==> src/rtl/scarv_cop_aes_subword_ctrl_pkg.sv <==
// Shared AES coprocessor definitions: sub-word FSM encoding,
// word geometry and GF(2^8) helpers used by the SBox.
package scarv_cop_aes_subword_ctrl_pkg;

  localparam int WORD_BYTES = 4;

  typedef enum logic [1:0] {
    ST_IDLE = 2'd0,
    ST_BUSY = 2'd1,
    ST_DONE = 2'd2
  } sw_state_e;

  function automatic logic [7:0] rol8(
    input logic [7:0] x,
    input int         n
  );
    return (x << n) | (x >> (8 - n));
  endfunction

  function automatic logic [7:0] gf_mul(
    input logic [7:0] a,
    input logic [7:0] b
  );
    logic [7:0] p;
    logic [7:0] x;
    p = 8'h00;
    x = a;
    for (int i = 0; i < 8; i++) begin
      if (b[i]) p = p ^ x;
      x = {x[6:0], 1'b0} ^ (x[7] ? 8'h1b : 8'h00);
    end
    return p;
  endfunction

  // a^254 is the multiplicative inverse, and maps 0 to 0.
  function automatic logic [7:0] gf_inv(
    input logic [7:0] a
  );
    logic [7:0] r;
    logic [7:0] b;
    r = 8'h01;
    b = a;
    for (int i = 1; i < 8; i++) begin
      b = gf_mul(b, b);
      r = gf_mul(r, b);
    end
    return r;
  endfunction

  function automatic logic [7:0] aff_fwd(
    input logic [7:0] b
  );
    return b ^ rol8(b, 1) ^ rol8(b, 2)
             ^ rol8(b, 3) ^ rol8(b, 4) ^ 8'h63;
  endfunction

  function automatic logic [7:0] aff_inv(
    input logic [7:0] s
  );
    return rol8(s, 1) ^ rol8(s, 3)
         ^ rol8(s, 6) ^ 8'h05;
  endfunction

endpackage

==> src/rtl/scarv_cop_aes_sbox.sv <==
// Combined forward/inverse AES SBox, one byte, purely combinational.
// Both directions share a single GF(2^8) inverter.
module scarv_cop_aes_sbox
  import scarv_cop_aes_subword_ctrl_pkg::*;
(
  input  logic [7:0] i_byte,
  input  logic       i_inv,
  output logic [7:0] o_byte
);

  logic [7:0] w_pre;
  logic [7:0] w_gfi;

  assign w_pre  = i_inv ? aff_inv(i_byte) : i_byte;
  assign w_gfi  = gf_inv(w_pre);
  assign o_byte = i_inv ? w_gfi : aff_fwd(w_gfi);

endmodule

==> src/rtl/scarv_cop_aes_subword_ctrl.sv <==
// Sequential SubWord unit: substitutes a 32-bit word LANES bytes
// per cycle through shared SBox lanes, with valid/ready handshakes.
module scarv_cop_aes_subword_ctrl
  import scarv_cop_aes_subword_ctrl_pkg::*;
#(
  parameter int LANES = 1
) (
  input  logic        g_clk,
  input  logic        g_resetn,
  input  logic        req_valid,
  output logic        req_ready,
  input  logic [31:0] req_word,
  input  logic        req_inv,
  output logic        rsp_valid,
  input  logic        rsp_ready,
  output logic [31:0] rsp_word,
  input  logic        flush
);

  localparam logic [1:0] STEP = 2'(LANES);
  localparam logic [1:0] LAST = 2'(WORD_BYTES - LANES);

  if (!(LANES == 1 || LANES == 2 || LANES == 4)) begin : g_bad_lanes
    $error("LANES must be 1, 2 or 4");
  end

  sw_state_e   r_state;
  sw_state_e   w_state_nxt;
  logic [1:0]  r_cnt;
  logic [31:0] r_word;
  logic        r_inv;
  logic [31:0] r_res;
  logic [31:0] w_res_nxt;
  logic        w_accept;
  logic        w_busy;
  logic [7:0]  w_lane_in  [LANES];
  logic [7:0]  w_lane_out [LANES];

  for (genvar l = 0; l < LANES; l++) begin : g_lane
    assign w_lane_in[l] = r_word[8*(int'(r_cnt)+l) +: 8];
    scarv_cop_aes_sbox u_sbox (
      .i_byte (w_lane_in[l]),
      .i_inv  (r_inv),
      .o_byte (w_lane_out[l])
    );
  end

  always_comb begin
    w_res_nxt = r_res;
    for (int l = 0; l < LANES; l++) begin
      w_res_nxt[8*(int'(r_cnt)+l) +: 8] = w_lane_out[l];
    end
  end

  assign w_busy    = (r_state == ST_BUSY);
  assign w_accept  = req_valid && (r_state == ST_IDLE) && !flush;
  assign req_ready = (r_state == ST_IDLE);
  assign rsp_valid = (r_state == ST_DONE);
  assign rsp_word  = r_res;

  // Flush beats both handshakes on the same edge.
  always_comb begin
    w_state_nxt = r_state;
    if (flush) begin
      w_state_nxt = ST_IDLE;
    end else begin
      unique case (r_state)
        ST_IDLE: if (req_valid)     w_state_nxt = ST_BUSY;
        ST_BUSY: if (r_cnt == LAST) w_state_nxt = ST_DONE;
        ST_DONE: if (rsp_ready)     w_state_nxt = ST_IDLE;
        default:                    w_state_nxt = ST_IDLE;
      endcase
    end
  end

  always_ff @(posedge g_clk or negedge g_resetn) begin
    if (!g_resetn) begin
      r_state <= ST_IDLE;
      r_cnt   <= 2'd0;
      r_word  <= 32'd0;
      r_inv   <= 1'b0;
      r_res   <= 32'd0;
    end else begin
      r_state <= w_state_nxt;
      if (flush) begin
        r_cnt <= 2'd0;
      end else if (w_accept) begin
        r_word <= req_word;
        r_inv  <= req_inv;
        r_cnt  <= 2'd0;
      end else if (w_busy) begin
        r_res <= w_res_nxt;
        r_cnt <= r_cnt + STEP;
      end
    end
  end

endmodule

==> config.mk <==
export PLATFORM = sky130hd
export DESIGN_NAME = scarv_cop_aes_subword_ctrl
export DESIGN_NICKNAME = d
export VERILOG_FILES = /design/src/rtl/scarv_cop_aes_subword_ctrl_pkg.sv /design/src/rtl/scarv_cop_aes_sbox.sv /design/src/rtl/scarv_cop_aes_subword_ctrl.sv
export SDC_FILE = /design/constraint.sdc
export NUM_CORES = 1
export LEC_CHECK = 0
export CORE_ASPECT_RATIO = 1.75
export CORE_MARGIN = 5
export CORE_UTILIZATION = 50
export CTS_CLUSTER_DIAMETER = 80
export DETAILED_ROUTE_END_ITERATION = 10
export PLACE_DENSITY = 0.67
export SYNTH_ARGS = -nofsm -noshare
export SYNTH_HDL_FRONTEND = slang
export SYNTH_SLANG_ARGS = --single-unit
==> constraint.sdc <==
create_clock -name g_clk -period 29.7 [get_ports g_clk]
set_clock_uncertainty 0.1 [all_clocks]
set_input_delay 4.455 -clock g_clk [delete_from_list [all_inputs] [get_ports g_clk]]
set_output_delay 4.455 -clock g_clk [all_outputs]
set_load 0.03 [all_outputs]
==> flow_summary.yaml <==
final_layout:
  area_delta_synth_final_pct: 7.431
  most-common-layout-cells: "xnor2_1 (346), nor2_1 (302), nand2_1 (233), a21oi_1 (151), xor2_1 (91)"
  antenna-diode-count: 0
  final_layout_size_suffix_gt1_share_pct: 11.42
  layoutNonFillerInstCount: 2854
  final_net_count: 2420
  nFillCells: 3604
  fin_util_pct: 54.45
  most_common_cell_after_layout_fill_and_taps_aside: "xnor2_1"
critical_path:
  r2r_setup_slack_ns: 9.23
  critical_path_arrival_ns: 20.55
  maximum_single_stage_delay_on_the_critical_path_ns: 1.07
  r2r_worst_path_depth: 62
  critical_path_required_ns: 29.78
  regToRegEndpoint: "rsp_word[13]$_DFFE_PN0P_"
  timing.setup.critical_path_class: "flip-flop to flip-flop"
  setup.worst_path.end_class: "flip-flop"
  rr_startpoint: "r_cnt[0]$_DFFE_PN0P_"
  cpMostUsedCell: "xnor2_1"
  critical-path-slowest-cell: "xor2_1"
  cpLargestDelayFamily: "XOR/XNOR gates"
  path_max_fanout: 27
  worstSetupStartpointType: "flip-flop"
  critical_path.n_buffers_inverters: 9
clock_tree:
  cts_made_buffers: 9
  holdBufCountCts: 0
  cts.root.buffer_cell: "clkbuf_16"
  cts_repair_resize_count: 0
  post_cts_setup_buffers: 0
  htreeDepth: 3
  tritoncts: "built"
  clock_latency_ns: 0.33
  clk_path_buf_depth: 2
  cts_num_sinks: 69
  clk_pin_slew_ns: 0.06
global_routing:
  grt_util_met2_pct: 50.65
  grt-ovfl-total: 0
  first_global_vias: 17986
  grt_first_pass_wirelength_um: 93630
  largest_net_degree_at_the_start_of_global_routing: 70
  grt_antenna_before_repair: 0
  grt_use_total_pct: 26.90
  grt_most_used_layer: "met2"
  globalRouteMet3Util_pct: 1.885
  grt.met1_usage_pct: 29.60
timing:
  final-hold-violation-count: 0
  setup_violation_total_in_the_final_timing_report: 0
  finalMaxSlewViolations: 0
  fmaxAchievable_mhz: 48.85
  rsz0062_at_grt: "no"
  min_period_ns: 20.47
  timing.final.crit_share_pct: 68.93
  timing.slew.headroom_pct: 11.03
  totalNegativeSetupSlack_ns: 0
  postLayoutSetupSlackWorst_ns: 9.228
  max_slew.worst_pin.slew_ns: 1.330
worst_hold_path:
  whs_path_depth: 2
  timing.hold.worst_endpoint: "rsp_word[7]$_DFFE_PN0P_"
  holdCritStartpoint: "rsp_word[7]$_DFFE_PN0P_"
  timing.hold.worst.class: "flip-flop to flip-flop"
synth:
  synthesis.area_per_instance_um2: 7.939
  synth-main-ff-cell: "dfrtp_1"
  synth_async_sr_flop_share_pct: 100.0
  syn-num-nets: 2454
  postSynthRegisterBits: 69
  synthDistinctLibCells: 112
  area_of_the_mapped_netlist_mm2: 0.01908
  seq_total_area_yosys_pct: 9.051
  yosys_warnings: 0
  number_of_instances_in_the_synthesized_netlist: 2403
  count_of_flip_flops_with_a_built_in_enable_after_synthesis: 0
drt:
  drt_iter0_markers: 1586
  wirelength_um: 57960
  post_drt_wl_per_cell_um: 20.31
  via_per_inst: 6.302
  remaining_drc_errors: 0
  routed-via-count: 17987
  final_antenna_net_count: 0
  drt_pre_antenna_iters: 8
placed_design:
  placed_instances: 2838
  io_buffer_count: 71
  preCtsSetupSlack_ns: 9.515
  routabilityCongestion: 0.9496
  dp_hpwl_um: 43200
flow_run:
  max_cap_violations: 0
floorplan:
  chipWidth_um: 157.7
  chip_height_um: 268.4
  initial_core_util_pct: 50.69
  io_pins: 72
  fp-row-count: 94
  fp.coreArea_mm2: 0.03764
  fp.dieArea_mm2: 0.04231
status:
  result_of_the_run: "finished, final reports clean"
-- Yosys cell counts (11+ instances only) --
cell type / count / area share, %
xnor2_1: 354 / 16
nor2_1: 304 / 6.0
nand2_1: 233 / 4.6
a21oi_1: 151 / 4.0
clkbuf_1: 103 / 2.0
xor2_1: 100 / 4.6
o21ai_0: 82 / 2.2
xnor3_1: 75 / 8.9
nor3_1: 71 / 1.9
dfrtp_1: 69 / 9.1
mux2i_1: 68 / 3.6
mux2_2: 48 / 2.8
nand3_1: 47 / 1.2
buf_2: 46 / 1.2
o31ai_1: 37 / 1.5
o21ai_1: 35 / 0.92
a31oi_1: 31 / 1.0
o22ai_1: 29 / 0.95
xnor2_2: 29 / 2.5
a22oi_1: 27 / 1.1
inv_1: 21 / 0.41
o211ai_1: 21 / 0.83
a211oi_1: 18 / 0.71
and2_1: 16 / 0.52
nand2b_1: 15 / 0.49
nor2b_1: 15 / 0.49
o21a_1: 15 / 0.59
xor2_2: 15 / 1.3
buf_4: 14 / 0.55
and3_1: 13 / 0.43
ha_1: 13 / 0.85
xor3_1: 13 / 1.6
a21o_1: 12 / 0.47
buf_1: 12 / 0.24
nor4_1: 12 / 0.39
o221ai_1: 12 / 0.55
nand4_1: 11 / 0.36
or3_1: 11 / 0.36
xnor3_2: 11 / 1.4
-- area by class of cell --
cell class	instances	area [µm²]	share of cell area (%)
clock buffers	10	229.0	1.117
repair buffers	135	1186	5.788
flip-flops and latches	69	1727	8.425
inverters	25	93.84	0.4579
well taps	480	600.6	2.930
multi-input cells	2129	16590	80.93
clock inverters	6	71.32	0.3480
-- cells by family after synthesis --
| logic type | count (synthesis) | share of synthesized area [%] |
|---|---|---|
| AND/OR/NAND/NOR | 796 | 18.74 |
| XOR/XNOR | 611 | 38.41 |
| AO/OA/AOI/OAI | 578 | 20.06 |
| buffers and inverters | 205 | 4.807 |
| multiplexers | 131 | 8.074 |
| flip-flops | 69 | 9.051 |
| adder cells (fa/ha/maj) | 13 | 0.8526 |
-- worst max path at each step --
stage               cells past startpoint  slack, ns                        to            startpoint
floorplan                              69      13.02  rsp_word[13]$_DFFE_PN0P_  r_cnt[0]$_DFFE_PN0P_
detailed placement                     62       9.52  rsp_word[13]$_DFFE_PN0P_  r_cnt[0]$_DFFE_PN0P_
global placement                       62       9.81   rsp_word[5]$_DFFE_PN0P_  r_cnt[0]$_DFFE_PN0P_
finish                                 62       9.23  rsp_word[13]$_DFFE_PN0P_  r_cnt[0]$_DFFE_PN0P_
CTS                                    62       9.42  rsp_word[13]$_DFFE_PN0P_  r_cnt[0]$_DFFE_PN0P_
global route                           62       8.03   rsp_word[5]$_DFFE_PN0P_  r_cnt[0]$_DFFE_PN0P_
-- worst register-to-register path, delay by kind of cell, from the launching register on --
family	cells	cell delay (ns)
AO/OA/AOI/OAI	13	2.59
buffers and inverters	9	2.16
XOR/XNOR	27	10.02
multiplexers	6	2.64
flip-flops	1	0.81
adder cells (fa/ha/maj)	3	1.11
AND/OR/NAND/NOR	4	0.92
-- sequential cells by signal (all words and copies together), names as in the netlist --
register  count
r_word       32
rsp_word     32
r_cnt         2
r_state       2
r_inv         1
-- metal layers --
layer,share of wire [%],up-vias
met1,36,8578
li1,-,8411
met2,53,757
met3,5.0,241
met4,6.0,0
met5,0,-
-- per-stage QoR --
step                      hold WS (ns)  instance area [µm²]
after CTS                       0.3870                20490
after global routing            0.4103                20490
after detailed placement        0.3667                20190
after floorplan                 0.3752                19080
after global placement          0.3647                20190
final                           0.3852                20490
Power is not shown: default switching activity piles up to over one toggle a cycle in this logic, so the estimate is an artifact.
